## src/rtl/pixel_stream_processor.sv

```systemverilog
// Streaming RGB pixel processor: gathers words into groups, applies a per-pixel
// function on transfer to a second buffer, then drains that buffer word by word.
module pixel_stream_processor #(
  parameter int DATA_WIDTH  = 32,
  parameter int PIXEL_SIZE  = 24,
  parameter int COLOR_SIZE  = 8,
  parameter int GROUP_WORDS = 3
) (
  input  logic                  clk,
  input  logic                  rst,
  input  logic                  in_vld,
  output logic                  in_rdy,
  input  logic                  in_last,
  input  logic [1:0]            mode,
  input  logic [COLOR_SIZE-1:0] proc_val,
  input  logic [DATA_WIDTH-1:0] data_in,
  output logic [DATA_WIDTH-1:0] data_out,
  output logic                  out_vld,
  input  logic                  out_rdy,
  output logic                  out_last,
  output logic                  done
);
  localparam int GROUP_BITS = GROUP_WORDS * DATA_WIDTH;
  localparam int NPIX       = GROUP_BITS / PIXEL_SIZE;
  localparam int CW         = $clog2(GROUP_WORDS + 1);
  localparam logic [CW-1:0] LAST_SLOT = CW'(GROUP_WORDS - 1);
  localparam logic [COLOR_SIZE+1:0] THREE = (COLOR_SIZE + 2)'(3);

  function automatic logic [COLOR_SIZE-1:0] sat_add(input logic [COLOR_SIZE-1:0] c,
                                                    input logic [COLOR_SIZE-1:0] v);
    logic [COLOR_SIZE:0] s;
    s = {1'b0, c} + {1'b0, v};
    return s[COLOR_SIZE] ? '1 : s[COLOR_SIZE-1:0];
  endfunction

  function automatic logic [PIXEL_SIZE-1:0] proc_pixel(input logic [PIXEL_SIZE-1:0] p,
                                                       input logic [1:0] m,
                                                       input logic [COLOR_SIZE-1:0] v);
    logic [COLOR_SIZE+1:0] sum;
    logic [COLOR_SIZE+1:0] avg;
    logic [PIXEL_SIZE-1:0] r;
    r   = p;
    sum = '0;
    avg = '0;
    case (m)
      2'd1: begin
        for (int c = 0; c < 3; c++) sum = sum + {2'b00, p[c*COLOR_SIZE +: COLOR_SIZE]};
        avg = sum / THREE;
        r   = (avg > {2'b00, v}) ? '1 : '0;
      end
      2'd2: for (int c = 0; c < 3; c++)
              r[c*COLOR_SIZE +: COLOR_SIZE] = sat_add(p[c*COLOR_SIZE +: COLOR_SIZE], v);
      2'd3: r = ~p;
      default: r = p;
    endcase
    return r;
  endfunction

  // Only pixels wholly inside the received words are processed.
  function automatic logic [GROUP_BITS-1:0] proc_group(input logic [GROUP_BITS-1:0] g,
                                                       input logic [CW-1:0] n,
                                                       input logic [1:0] m,
                                                       input logic [COLOR_SIZE-1:0] v);
    logic [GROUP_BITS-1:0] r;
    r = g;
    for (int i = 0; i < NPIX; i++)
      if ((i + 1) * PIXEL_SIZE <= int'(n) * DATA_WIDTH)
        r[i*PIXEL_SIZE +: PIXEL_SIZE] = proc_pixel(g[i*PIXEL_SIZE +: PIXEL_SIZE], m, v);
    return r;
  endfunction

  logic [GROUP_BITS-1:0] coll_buf_q, coll_buf_d, out_buf_q, out_buf_d;
  logic [CW-1:0]         wcnt_q, wcnt_d, out_n_q, out_n_d, out_idx_q, out_idx_d;
  logic                  coll_closed_q, coll_closed_d, coll_last_q, coll_last_d;
  logic                  out_full_q, out_full_d, out_lgrp_q, out_lgrp_d;
  logic                  frame_act_q, frame_act_d, done_q, done_d;
  logic [1:0]            mode_q, mode_d;
  logic [COLOR_SIZE-1:0] pval_q, pval_d;
  logic                  acc, out_hs, out_emptying, do_xfer;

  assign in_rdy   = !rst && !coll_closed_q;
  assign out_vld  = out_full_q;
  assign data_out = out_buf_q[out_idx_q*DATA_WIDTH +: DATA_WIDTH];
  assign out_last = out_full_q && out_lgrp_q && (out_idx_q == out_n_q - CW'(1));
  assign done     = done_q;

  always_comb begin
    coll_buf_d    = coll_buf_q;
    out_buf_d     = out_buf_q;
    wcnt_d        = wcnt_q;
    out_n_d       = out_n_q;
    out_idx_d     = out_idx_q;
    coll_closed_d = coll_closed_q;
    coll_last_d   = coll_last_q;
    out_full_d    = out_full_q;
    out_lgrp_d    = out_lgrp_q;
    frame_act_d   = frame_act_q;
    mode_d        = mode_q;
    pval_d        = pval_q;
    acc           = in_vld && in_rdy;
    out_hs        = out_vld && out_rdy;
    out_emptying  = out_hs && (out_idx_q == out_n_q - CW'(1));
    done_d        = out_hs && out_last;

    // The first word of a frame samples the processing controls.
    if (acc) begin
      coll_buf_d[wcnt_q*DATA_WIDTH +: DATA_WIDTH] = data_in;
      wcnt_d      = wcnt_q + CW'(1);
      frame_act_d = !in_last;
      if (!frame_act_q) begin
        mode_d = mode;
        pval_d = proc_val;
      end
      if (wcnt_q == LAST_SLOT || in_last) begin
        coll_closed_d = 1'b1;
        coll_last_d   = in_last;
      end
    end

    if (out_hs) begin
      if (out_emptying) begin
        out_full_d = 1'b0;
        out_idx_d  = '0;
      end else begin
        out_idx_d = out_idx_q + CW'(1);
      end
    end

    // A group closing this cycle can bypass straight into a free output buffer.
    do_xfer = coll_closed_d && (!out_full_q || out_emptying);
    if (do_xfer) begin
      out_buf_d     = proc_group(coll_buf_d, wcnt_d, mode_d, pval_d);
      out_full_d    = 1'b1;
      out_idx_d     = '0;
      out_n_d       = wcnt_d;
      out_lgrp_d    = coll_last_d;
      coll_closed_d = 1'b0;
      coll_last_d   = 1'b0;
      wcnt_d        = '0;
    end
  end

  always_ff @(posedge clk or posedge rst) begin
    if (rst) begin
      coll_buf_q    <= '0;
      out_buf_q     <= '0;
      wcnt_q        <= '0;
      out_n_q       <= '0;
      out_idx_q     <= '0;
      coll_closed_q <= 1'b0;
      coll_last_q   <= 1'b0;
      out_full_q    <= 1'b0;
      out_lgrp_q    <= 1'b0;
      frame_act_q   <= 1'b0;
      done_q        <= 1'b0;
      mode_q        <= '0;
      pval_q        <= '0;
    end else begin
      coll_buf_q    <= coll_buf_d;
      out_buf_q     <= out_buf_d;
      wcnt_q        <= wcnt_d;
      out_n_q       <= out_n_d;
      out_idx_q     <= out_idx_d;
      coll_closed_q <= coll_closed_d;
      coll_last_q   <= coll_last_d;
      out_full_q    <= out_full_d;
      out_lgrp_q    <= out_lgrp_d;
      frame_act_q   <= frame_act_d;
      done_q        <= done_d;
      mode_q        <= mode_d;
      pval_q        <= pval_d;
    end
  end
endmodule

```

## config.mk

```make
export PLATFORM = sky130hd
export DESIGN_NAME = pixel_stream_processor
export DESIGN_NICKNAME = d
export VERILOG_FILES = /design/src/rtl/pixel_stream_processor.sv
export SDC_FILE = /design/constraint.sdc
export NUM_CORES = 1
export LEC_CHECK = 0
export CAP_MARGIN = 30
export CELL_PAD_IN_SITES_DETAIL_PLACEMENT = 1
export CELL_PAD_IN_SITES_GLOBAL_PLACEMENT = 2
export CORE_MARGIN = 1
export CORE_UTILIZATION = 35
export CTS_BUF_LIST = sky130_fd_sc_hd__clkbuf_4
export DETAILED_ROUTE_END_ITERATION = 8
export GPL_TIMING_DRIVEN = 1
export HOLD_SLACK_MARGIN = 0.1
export PLACE_DENSITY = 0.72
export SLEW_MARGIN = 20
export SYNTH_ARGS = -nofsm -noshare
export SYNTH_HDL_FRONTEND = slang
export SYNTH_SLANG_ARGS = --single-unit
```

## constraint.sdc

```tcl
create_clock -name clk -period 12.2 [get_ports clk]
set_input_delay 2.44 -clock clk [delete_from_list [all_inputs] [get_ports clk]]
set_output_delay 2.44 -clock clk [all_outputs]
set_load 0.02 [all_outputs]
```

==> out/metrics.cfg <==
[die]
die_h_microns = 239.7
dieArea_sq_um = 57470
ios = 83
initial_core_util = 0.3570
core_sq_um = 55420
die-width_microns = 239.7
rows = 86

[drt]
post_drt_wl_per_cell_microns = 25.50
drtAntennaViolNets = 0
drtIter0Drc = 1092
drc = 0
route.vias.total = 19180
viasPerCell = 5.939
dr.pass1.iters = 5
totalWireLength_microns = 82350

[global_route]
grt_pass1_wl_microns = 124800
grt_pass1_vias = 19870
grt_busiest_layer = met2
grt_antenna_before_repair = 3
grtUsageMet2 = 0.4901
grt.met3_usage = 0.03907
overflow = 0
grt_usage = 0.2894
use_met1 = 0.3814
grt_max_degree = 98

[clock_network]
root_buffer = clkbuf_4
cts_setup_buffers = 0
hold_buffers = 0
clock_latency_ns = 0.79
clkSinkCount = 214
cts_max_level = 3
cts_resized = 0
clkSlewWorstSetupHoldPaths_ns = 0.06
clockBufferDepth = 3
cts_tree = built
cts_made_buffers = 68

[yosys]
synth_area_leaders = dfrtp_1 27%, ha_1 10%, a21oi_1 5.1%, fa_1 4.9%, nand2_1 4.6%
synth_most_common_cell = nand2_1
ys_seq_area_frac = 0.2707
synth_area_sq_um = 19780
synth-edff-count = 0
synthCells = 2365
syn_area_per_cell_sq_um = 8.364
async_flop_share = 1.000
yosys_warnings = 0
ys_top_cells_by_count = 241 x nand2_1, 214 x dfrtp_1, 200 x a21oi_1, 177 x o21ai_0, 170 x inv_1
synth_top_cell_by_area = dfrtp_1
synth.distinct_cells = 103
ys_ff_latch = 214
yosysTopAreaCellShare = 0.2707
synth_flop_cell = dfrtp_1
synth_nets = 2625

[timing]
drv_slew = 0
period_needed_ns = 11.48
fmaxAchievable_mhz = 87.07
setup_violations = 0
maxSlewHeadroom = 0.3352
tns_ns = 0
finalCritPeriodShare = 0.9414
tightest_slew_ns = 0.9695
rsz0062_at_grt = false
finalClockSkew_ns = 0.04983
final_hold_viol_count = 0

[finish]
nFillCells = 6595
seq_area_sq_um = 5356
nNetsFinal = 2700
drive_above_1_share = 0.09197
synthToLayoutAreaGrowth_pct = 12.82
multi_input_area_sq_um = 13290

[critical_path]
crit_slowest_cell = a22oi_1
cp_data_arrival_time_ns = 12.11
path_class = in2reg
startpoint_type = input pin
worst_ep_required_time_ns = 12.82
cp_max_fo = 24
cpPeakStageDelay_ns = 0.55
cp-end-kind = register
cp_common_cell = nand2_1

[placed_design]
dp_hpwl_microns = 60950
portBuffers = 82
globalplace.congestion = 0.8909

[run]
max-cap-violations = 0

[min_path]
worstHoldPathType = reg2reg

[run_status]
outcome = completed

## path summary, 6_finish.rpt
check	from	to	slack, ns	depth (start not counted)
worst max register to register	wcnt_q[0]	out_buf_q[11]	2.34	42
min in group asynchronous	rst	coll_last_q	2.21	2
worst min register to register	out_buf_q[78]	out_buf_q[78]	0.48	1
max in group asynchronous	rst	pval_q[0]	7.89	5
worst max-delay path	rst	out_buf_q[11]	0.72	41
worst min-delay path	out_buf_q[78]	out_buf_q[78]	0.48	1
## layer usage
| layer | up-vias | share of wire |
|---|---|---|
| met3 | 132 | 0.045 |
| met5 | - | 0 |
| met1 | 9768 | 0.45 |
| li1 | 8809 | - |
| met2 | 467 | 0.48 |
| met4 | 0 | 0.028 |
## critical path: cells and delay by family
kind / cells / cell delay [ns]
buf+inv: 4 / 1.26
simple gates: 12 / 2.26
compound gates: 20 / 4.66
fa+ha+maj: 5 / 1.43
## logic make-up (layout without fill, tap and decap cells)
family	after synthesis	count (layout)	share of synthesized area
compound gates	805	805	0.2755
simple gates	661	661	0.1623
buf+inv	307	421	0.06097
flops	214	214	0.2707
fa+ha+maj	213	213	0.1529
xor+xnor	110	110	0.04946
mux	55	55	0.02808
other cells	0	2	0
## registers in the layout (all words and copies together) (netlist names)
name and cells:
done 1, frame_act_q 1, out_idx_q 2, wcnt_q 2, pval_q 8, out_buf_q 96, out_n_q 2, coll_closed_q 1
out_lgrp_q 1, coll_last_q 1, out_vld 1, mode_q 2, coll_buf_q 96
## cell type report
class / instances / share of cell area
timing repair buffer: 137 / 0.05595
clock inverter: 19 / 0.006055
antenna: 2 / 0.0002243
inverter: 175 / 0.02999
clock buffer: 90 / 0.03027
multi-input combinational: 1844 / 0.5956
sequential: 214 / 0.2400
tap: 748 / 0.04194
## stage by stage
| step | util | setup WS [ns] | cell area (sq um) | cells | hold slack (ns) |
|---|---|---|---|---|---|
| final | 0.4027 | 0.7154 | 22320 | 3229 | 0.4785 |
| after global placement | 0.3869 | 0.2473 | 21440 | 3112 | 0.4498 |
| after CTS | 0.4021 | 0.8153 | 22290 | 3225 | 0.4821 |
| after detailed placement | 0.3875 | 0.02619 | 21470 | 3116 | 0.4638 |
| after floorplan | - | 1.388 | 19780 | 2365 | 0.4386 |
| after global routing | 0.4027 | 0.2207 | 22320 | 3228 | 0.4959 |
## placed cells by master (no fill, tap or decap), types with 10 or more instances in the layout
cell             count
xor2_1              29
clkbuf_4            90
clkinv_1            10
a211oi_1            15
dfrtp_1            213
a22oi_1             19
a221oi_1            45
o22ai_1             35
o221ai_1            56
a211o_1             11
nand4_1             22
nand3_1             98
fa_1                48
a21oi_1            198
nand2b_1            13
o21a_1              20
xnor2_1             79
inv_1              169
or3_1               12
mux2i_1             49
nor3_1              26
nand2_1            241
nor2b_1             33
nor2_1             107
a21o_1              47
o21bai_1            31
o211ai_1            24
o21ai_0            176
clkdlybuf4s50_1     82
a31oi_1             24
ha_1               165
and3_1              50
buf_4               50
Power is left out: the tool's default activity adds up to more than one toggle a clock period on the data nets, which glitch-free logic cannot reach.
